--- src/rtl/rggen_sw_access_arbiter_if.sv ---
// Bundled request, response and register-block access signals for the
// software access arbiter. The slave modport is the arbiter's view; master is
// the view of the requesters and register block around it.
interface rggen_sw_access_arbiter_if #(
    parameter int unsigned REQUESTERS    = 2,
    parameter int unsigned ADDRESS_WIDTH = 8,
    parameter int unsigned DATA_WIDTH    = 32
);
    logic [REQUESTERS-1:0]               req_valid;
    logic [REQUESTERS-1:0]               req_ready;
    logic [REQUESTERS*ADDRESS_WIDTH-1:0] req_address;
    logic [REQUESTERS-1:0]               req_write;
    logic [REQUESTERS*DATA_WIDTH-1:0]    req_write_data;
    logic [REQUESTERS*DATA_WIDTH-1:0]    req_mask;
    logic [REQUESTERS-1:0]               rsp_valid;
    logic [REQUESTERS-1:0]               rsp_ready;
    logic [1:0]                          rsp_status;
    logic [DATA_WIDTH-1:0]               rsp_read_data;
    logic                                access_valid;
    logic [ADDRESS_WIDTH-1:0]            access_address;
    logic                                access_write;
    logic [DATA_WIDTH-1:0]               access_data;
    logic [DATA_WIDTH-1:0]               access_mask;
    logic                                access_ready;
    logic [1:0]                          access_status;
    logic [DATA_WIDTH-1:0]               access_read_data;

    modport slave (
        input  req_valid, req_address, req_write, req_write_data, req_mask, rsp_ready,
        input  access_ready, access_status, access_read_data,
        output req_ready, rsp_valid, rsp_status, rsp_read_data,
        output access_valid, access_address, access_write, access_data, access_mask
    );

    modport master (
        output req_valid, req_address, req_write, req_write_data, req_mask, rsp_ready,
        output access_ready, access_status, access_read_data,
        input  req_ready, rsp_valid, rsp_status, rsp_read_data,
        input  access_valid, access_address, access_write, access_data, access_mask
    );
endinterface

--- src/rtl/rggen_sw_access_arbiter.sv ---
// Round-robin arbiter sharing one register-block software access port among
// several requesters, one outstanding access at a time, with optional timeout.
module rggen_sw_access_arbiter #(
    parameter int unsigned REQUESTERS     = 2,
    parameter int unsigned ADDRESS_WIDTH  = 8,
    parameter int unsigned DATA_WIDTH     = 32,
    parameter int unsigned TIMEOUT_CYCLES = 0
) (
    input logic                           i_clk,
    input logic                           i_rst_n,
    rggen_sw_access_arbiter_if.slave      bus
);
    localparam int unsigned IndexWidth = (REQUESTERS > 1) ? $clog2(REQUESTERS) : 1;
    localparam int unsigned TimerWidth = (TIMEOUT_CYCLES > 1) ? $clog2(TIMEOUT_CYCLES) : 1;
    localparam logic [TimerWidth-1:0] TimerLast =
        TimerWidth'((TIMEOUT_CYCLES > 0) ? (TIMEOUT_CYCLES - 1) : 0);
    localparam logic [IndexWidth-1:0] LastIndex = IndexWidth'(REQUESTERS - 1);

    typedef enum logic [1:0] {StIdle, StAccess, StResponse} state_e;

    state_e                state_q;
    logic [IndexWidth-1:0] pointer_q;
    logic [IndexWidth-1:0] grant_q;
    logic [TimerWidth-1:0] timer_q;

    logic                  pick_found;
    logic [IndexWidth-1:0] pick;

    // Round-robin search: first valid requester after the last one served.
    always_comb begin
        int unsigned           cand;
        logic [IndexWidth-1:0] cand_idx;
        pick_found = 1'b0;
        pick       = '0;
        cand       = 0;
        cand_idx   = '0;
        for (int unsigned i = 1; i <= REQUESTERS; i++) begin
            cand     = (32'(pointer_q) + i) % REQUESTERS;
            cand_idx = IndexWidth'(cand);
            if (!pick_found && bus.req_valid[cand_idx]) begin
                pick_found = 1'b1;
                pick       = cand_idx;
            end
        end
    end

    // Arbitration FSM; every output is a register updated here.
    always_ff @(posedge i_clk) begin
        if (!i_rst_n) begin
            state_q            <= StIdle;
            pointer_q          <= LastIndex;
            grant_q            <= '0;
            timer_q            <= '0;
            bus.req_ready      <= '0;
            bus.rsp_valid      <= '0;
            bus.rsp_status     <= '0;
            bus.rsp_read_data  <= '0;
            bus.access_valid   <= 1'b0;
            bus.access_address <= '0;
            bus.access_write   <= 1'b0;
            bus.access_data    <= '0;
            bus.access_mask    <= '0;
        end else begin
            bus.req_ready <= '0;
            unique case (state_q)
                StIdle: begin
                    if (pick_found) begin
                        grant_q            <= pick;
                        bus.req_ready[pick] <= 1'b1;
                        bus.access_valid   <= 1'b1;
                        bus.access_address <= bus.req_address[int'(pick)*ADDRESS_WIDTH +: ADDRESS_WIDTH];
                        bus.access_write   <= bus.req_write[pick];
                        bus.access_data    <= bus.req_write_data[int'(pick)*DATA_WIDTH +: DATA_WIDTH];
                        bus.access_mask    <= bus.req_mask[int'(pick)*DATA_WIDTH +: DATA_WIDTH];
                        timer_q            <= '0;
                        state_q            <= StAccess;
                    end
                end
                StAccess: begin
                    if (bus.access_ready) begin
                        bus.access_valid       <= 1'b0;
                        bus.rsp_valid[grant_q] <= 1'b1;
                        bus.rsp_status         <= bus.access_status;
                        // Read data is only meaningful for successful reads.
                        bus.rsp_read_data      <= (bus.access_write || bus.access_status[1]) ?
                                                  '0 : bus.access_read_data;
                        state_q                <= StResponse;
                    end else if ((TIMEOUT_CYCLES > 0) && (timer_q == TimerLast)) begin
                        bus.access_valid       <= 1'b0;
                        bus.rsp_valid[grant_q] <= 1'b1;
                        bus.rsp_status         <= 2'b10;
                        bus.rsp_read_data      <= '0;
                        state_q                <= StResponse;
                    end else begin
                        timer_q <= timer_q + TimerWidth'(1);
                    end
                end
                StResponse: begin
                    // Only the granted requester can close the response.
                    if (bus.rsp_ready[grant_q]) begin
                        pointer_q         <= grant_q;
                        bus.rsp_valid     <= '0;
                        bus.rsp_status    <= '0;
                        bus.rsp_read_data <= '0;
                        state_q           <= StIdle;
                    end
                end
                default: state_q <= StIdle;
            endcase
        end
    end
endmodule

--- src/flat_wrapper.sv ---
// flat-port wrapper written by rule: the top's interface ports become plain ports
module rggen_sw_access_arbiter_flat 
#(
    parameter int unsigned REQUESTERS     = 2,
    parameter int unsigned ADDRESS_WIDTH  = 8,
    parameter int unsigned DATA_WIDTH     = 32,
    parameter int unsigned TIMEOUT_CYCLES = 0
)
  (i_clk, i_rst_n, bus_req_valid, bus_req_address, bus_req_write, bus_req_write_data, bus_req_mask, bus_rsp_ready, bus_access_ready, bus_access_status, bus_access_read_data, bus_req_ready, bus_rsp_valid, bus_rsp_status, bus_rsp_read_data, bus_access_valid, bus_access_address, bus_access_write, bus_access_data, bus_access_mask);
  rggen_sw_access_arbiter_if #(.REQUESTERS(REQUESTERS), .ADDRESS_WIDTH(ADDRESS_WIDTH), .DATA_WIDTH(DATA_WIDTH)) bus_i ();
  input logic i_clk;
  input logic i_rst_n;
  input wire logic [$bits(bus_i.req_valid)-1:0] bus_req_valid;
  input wire logic [$bits(bus_i.req_address)-1:0] bus_req_address;
  input wire logic [$bits(bus_i.req_write)-1:0] bus_req_write;
  input wire logic [$bits(bus_i.req_write_data)-1:0] bus_req_write_data;
  input wire logic [$bits(bus_i.req_mask)-1:0] bus_req_mask;
  input wire logic [$bits(bus_i.rsp_ready)-1:0] bus_rsp_ready;
  input wire logic [$bits(bus_i.access_ready)-1:0] bus_access_ready;
  input wire logic [$bits(bus_i.access_status)-1:0] bus_access_status;
  input wire logic [$bits(bus_i.access_read_data)-1:0] bus_access_read_data;
  output wire logic [$bits(bus_i.req_ready)-1:0] bus_req_ready;
  output wire logic [$bits(bus_i.rsp_valid)-1:0] bus_rsp_valid;
  output wire logic [$bits(bus_i.rsp_status)-1:0] bus_rsp_status;
  output wire logic [$bits(bus_i.rsp_read_data)-1:0] bus_rsp_read_data;
  output wire logic [$bits(bus_i.access_valid)-1:0] bus_access_valid;
  output wire logic [$bits(bus_i.access_address)-1:0] bus_access_address;
  output wire logic [$bits(bus_i.access_write)-1:0] bus_access_write;
  output wire logic [$bits(bus_i.access_data)-1:0] bus_access_data;
  output wire logic [$bits(bus_i.access_mask)-1:0] bus_access_mask;
  assign bus_i.req_valid = bus_req_valid;
  assign bus_i.req_address = bus_req_address;
  assign bus_i.req_write = bus_req_write;
  assign bus_i.req_write_data = bus_req_write_data;
  assign bus_i.req_mask = bus_req_mask;
  assign bus_i.rsp_ready = bus_rsp_ready;
  assign bus_i.access_ready = bus_access_ready;
  assign bus_i.access_status = bus_access_status;
  assign bus_i.access_read_data = bus_access_read_data;
  assign bus_req_ready = bus_i.req_ready;
  assign bus_rsp_valid = bus_i.rsp_valid;
  assign bus_rsp_status = bus_i.rsp_status;
  assign bus_rsp_read_data = bus_i.rsp_read_data;
  assign bus_access_valid = bus_i.access_valid;
  assign bus_access_address = bus_i.access_address;
  assign bus_access_write = bus_i.access_write;
  assign bus_access_data = bus_i.access_data;
  assign bus_access_mask = bus_i.access_mask;
  rggen_sw_access_arbiter #(.REQUESTERS(REQUESTERS), .ADDRESS_WIDTH(ADDRESS_WIDTH), .DATA_WIDTH(DATA_WIDTH), .TIMEOUT_CYCLES(TIMEOUT_CYCLES)) u_core (.i_clk(i_clk), .i_rst_n(i_rst_n), .bus(bus_i));
endmodule
--- config.mk ---
export PLATFORM = sky130hd
export DESIGN_NAME = rggen_sw_access_arbiter_flat
export DESIGN_NICKNAME = d
export VERILOG_FILES = /design/src/rtl/rggen_sw_access_arbiter_if.sv /design/src/rtl/rggen_sw_access_arbiter.sv /design/src/flat_wrapper.sv
export SDC_FILE = /design/constraint.sdc
export NUM_CORES = 1
export LEC_CHECK = 0
export BUFFER_PORTS_ARGS = -buffer_cell sky130_fd_sc_hd__clkbuf_2
export CAP_MARGIN = 20
export CORE_AREA = 2 2 116 118
export CTS_CLUSTER_SIZE = 30
export DETAILED_ROUTE_END_ITERATION = 16
export DIE_AREA = 0 0 118 120
export PLACE_DENSITY = 0.72
export SKIP_CTS_REPAIR_TIMING = 1
export SLEW_MARGIN = 0
export SYNTH_ARGS = -nofsm -noshare
export SYNTH_HDL_FRONTEND = slang
export SYNTH_SLANG_ARGS = --single-unit
--- constraint.sdc ---
create_clock -name i_clk -period 3.4 [get_ports i_clk]
set_input_delay 0.34 -clock i_clk [delete_from_list [all_inputs] [get_ports i_clk]]
set_output_delay 0.34 -clock i_clk [all_outputs]
set_load 0.02 [all_outputs]
# Yosys cells after proc, flatten, opt, wreduce, memory -nomap -nowiden
# Cells that the tools add are included.
# totals
regBits,116
memories,0
ramBits,0
input_bits,187
latch_bits,0
elab_cells,74
romBits,0
# op_classes
div_mod_pow,0
multipliers,0
n_eq_ne,5
addsub,2
n_reduce_logical,14
n_bitwise,1
n_lt_le_gt_ge,6
shifts,3
n_mux,31
# op_table
operator,count
$shiftx A64 B7 Y32,2
$mux W32,3
$pmux W32 S2,1
$mux W1,16
$shiftx A16 B5 Y8,1
$reduce_and A3 Y1,4
$mux W2,5
$lt A1 B2 Y1 const B,4
$pmux W2 S2,2
$pmux W2 S3,1
$ne A2 B1 Y1 const B,2
$reduce_and A2 Y1,2
$reduce_bool A2 Y1,2
$logic_and A1 B1 Y1,3
$add A1 B1 Y1 const B,2
$demux W1 S1,2
$eq A2 B1 Y1 const B,1
$eq A2 B2 Y1 const B,1
$ge A1 B1 Y1 const B,2
$logic_not A2 Y1,1
$ne A2 B2 Y1 const B,1
$or A2 B2 Y2,1
$pmux W1 S2,1
$logic_not A1 Y1,1
$logic_or A1 B1 Y1,1

# Longest topological paths before layout
# logic_depth
ltp_word,11
ltp_mapped,6

# Worst setup path before layout
# No wires, ideal clock.
# synth_timing
path_type,flip-flop to flip-flop
start,reg u_core.state_q[0]
end,reg u_core.bus.access_address[7]
path_slack_ps,1897
stages_incl_launch_ff,7
arrival_time_ps,1444
path_cell_list,dfxtp_1 -> buf_2 -> or3b_1 -> a211oi_2 -> buf_6 -> buf_6 -> a221o_1
# synth_between
elab_chain_len,2
# synth_lines
item,line,rtl
from (decl),rggen_sw_access_arbiter.sv:21,state_e state_q;
from (signal assigned),rggen_sw_access_arbiter.sv:50,state_q <= StIdle;
from (signal assigned),rggen_sw_access_arbiter.sv:76,state_q <= StAccess;
from (signal assigned),rggen_sw_access_arbiter.sv:87,state_q <= StResponse;
$logic_not A2 Y1,rggen_sw_access_arbiter.sv:65,unique case (state_q)
$reduce_and A2 Y1 (no line),--,
to (signal assigned),rggen_sw_access_arbiter.sv:71,bus.access_address <= bus.req_address[int'(pick)*ADDRESS_WIDTH +: ADDRESS_WIDTH];
to (decl),rggen_sw_access_arbiter_if.sv:32,"output access_valid, access_address, access_write, access_data, access_mask"
# Every way passes these cells.
# A chain may end at the register's enable or synchronous reset.

# Final worst setup path
# layout_timing
start,reg u_core.state_q[0]
end,reg u_core.bus.access_mask[0]
# layout_between
elab_chain_len,2
# layout_lines
item,line,rtl
$logic_not A2 Y1,rggen_sw_access_arbiter.sv:65,
$reduce_and A2 Y1 (no line),--,
to (signal assigned),rggen_sw_access_arbiter.sv:74,bus.access_mask <= bus.req_mask[int'(pick)*DATA_WIDTH +: DATA_WIDTH];
to (decl),rggen_sw_access_arbiter_if.sv:32,
# Every way passes these cells.

==> flow_metrics.tcl <==
set metrics [dict create \
    outcome "finished clean" \
    async_reset_ff_frac 0 \
    ys_types 31 \
    detail_route.first_pass.iterations 5 \
    grt_usage 0.197 \
    cts_tree "yes" \
    antenna_cells 0 \
    yosysWarnings 0 \
    synth_area_leaders "dfxtp_1 (52%), a221o_1 (16%), nor3_1 (8.4%)" \
    power_mw 3.78 \
    syn_inst 452 \
    leakagePower_nw 3.21 \
    finalHoldViolCount 0 \
    timing.rr.start "u_core.state_q[0]" \
    synth_commonest_cells "dfxtp_1 (116), nand2_1 (76), nor3_1 (75)" \
    drive_gt1_frac 0.463 \
    crit_slowest_cell "or3b_4" \
    start_util 0.344 \
    dp_hpwl_um 9760 \
    clk_path_buf_depth 2 \
    rows 42 \
    synth-seq-cells 116 \
    stdcell_area_um2 6570 \
    die-area_um2 14200 \
    fin_tns_setup_ns 0 \
    hold_class "input port to flop" \
    min_delay_path_depth 2 \
    yosysMostFrequentCell "dfxtp_1" \
    min-delay-start "bus_access_read_data[18]" \
    die_x_um 118 \
    min_period_over_period 0.641 \
    numCtsBuffers 17 \
    ios 299 \
    path_buf_inv 1 \
    synth_top_area_frac 0.520 \
    setup_viol 0 \
    ant_nets 0 \
    ir_drop_mv 0.339 \
    power_density_nw_per_um2 576 \
    syn_avg_cell_area_um2 9.88 \
    antenna_found_initial 0 \
    synth_ff_type "dfxtp_1" \
    avgViaCountPerCell 5.08 \
    holdWs_ns 0.136 \
    vias 4656 \
    syn2layout_area_growth_pct 47.0 \
    slew-limit-headroom 0.339 \
    crit_start "u_core.state_q[0]" \
    cts.clk_slew.worst_paths_ns 0.05 \
    clk_latency_ns 0.41 \
    htree_levels 4 \
    globalRouteOverflowTotal 0 \
    endpoint_kind "flop" \
    core_area_um2 13000 \
    nets 915 \
    reg2reg_depth 4 \
    criticalPathCategory "flop to flop" \
    worst_pin_slew_ns 0.991 \
    die_h_um 120 \
    wl_um 14100 \
    root_buffer "clkbuf_16" \
    fin_skew_ns 0.00428 \
    worstPathArrival_ns 2.47 \
    cp_max_fo 75 \
    dpl_cell_area_um2 6010 \
    gp_congestion 0.823 \
    fin_crit_ns 2.18 \
    wire_per_inst_um 15.3 \
    final_core_util 0.506 \
    crit_path_max_incr_delay_ns 0.83 \
    drt_iter0_drc 300 \
    ys_seq_area_frac 0.520 \
    grt_max_degree 77 \
    clock-sinks 116 \
    cp_top_family "simple AND/OR/NAND/NOR gates" \
    syn_area_um2 4470 \
    yosys.area.top_type "dfxtp_1" \
    crit_required_ns 3.69 \
    port-buffer-count 298 \
    drc_errors 0 \
    synth-edff-count 0 \
    slew_viol_final 0 \
    max_freq_mhz 459 \
    crit_chain "or3b_4 -> a211oi_4 -> buf_4 -> a221o_1" \
    cp_num_cells 4 \
    crit_path_start_kind "flop" \
    grt_setup_unrepaired "false" \
    syn_nets 639 \
    grt_pass1_wl_um 22300 \
    grt_pass1_vias 4437 \
    cap_violations 0 \
]
## metal layers
metal | part of all wire | GRT usage | vias up | routed length, um
met2 | 0.46 | 0.314 | 254 | 6480
met5 | 0 | 0 | - | 0
li1 | - | - | 2276 | -
met1 | 0.43 | 0.239 | 2098 | 6020
met4 | 0.026 | 0.0979 | 0 | 365
met3 | 0.084 | 0.0642 | 28 | 1190
## metrics by stage
stage          instances  worst slack, ns
2_1_floorplan        452             1.90
3_3_place_gp         885             1.07
3_5_place_dp         885             1.04
4_1_cts              917             1.21
5_1_grt              917             1.07
6_report             917             1.22
## state kept, by name (all words and copies together), names as in the netlist
name / flops
u_core.bus.rsp_status: 2
u_core.pointer_q: 1
u_core.bus.req_ready: 2
u_core.bus.access_valid: 1
u_core.bus.access_data: 32
u_core.bus.access_address: 8
u_core.bus.rsp_valid: 2
u_core.state_q: 2
u_core.bus.access_write: 1
u_core.bus.access_mask: 32
u_core.bus.rsp_read_data: 32
u_core.grant_q: 1
## logic make-up (layout without fill, tap and decap cells)
family	count (synthesis)	after routing	share of synthesized area
muxes	1	1	0.00224
buffers and inverters	51	340	0.0585
DFF	116	116	0.520
and+or+nand+nor	166	166	0.169
AOI/OAI and AO/OA	118	118	0.250
## where the power goes
group / switching (mW) / internal (mW)
sequential: 0.0621 / 1.46
combinational: 0.343 / 0.245
clock: 0.665 / 1.01
## final timing paths
check / endpoint / slack (ns)
setup / recovery: u_core.bus.access_mask[0] / 1.22
hold / removal: u_core.bus.rsp_read_data[18] / 0.14
setup reg to reg: u_core.bus.access_mask[0] / 1.22
hold reg to reg: u_core.bus.rsp_read_data[2] / 0.48
## cell usage in the layout (no fill, tap or decap), drive strengths merged, types with 2 or more instances in the layout
cell type / netlist / layout
nand2: 76 / 76
nor2b: 2 / 2
inv: 3 / 6
nor3b: 2 / 2
clkbuf: 18 / 315
nand2b: 2 / 2
clkinv: 0 / 5
nor3: 75 / 75
clkinvlp: 0 / 6
a221o: 73 / 73
a22o: 32 / 32
o22ai: 2 / 2
dfxtp: 116 / 116
nor2: 4 / 4
buf: 30 / 7
nand3: 2 / 2
## area by class of cell
type                    instances  area, um2
clock buffers                  17        425
clock inverters                15        134
fillers                      1261       6410
inverters                       3       11.3
multi-input cells             285       1910
flip-flops and latches        116       2320
well taps                     176        220
repair buffers                305       1540
Power figures use the tool's default switching activity.
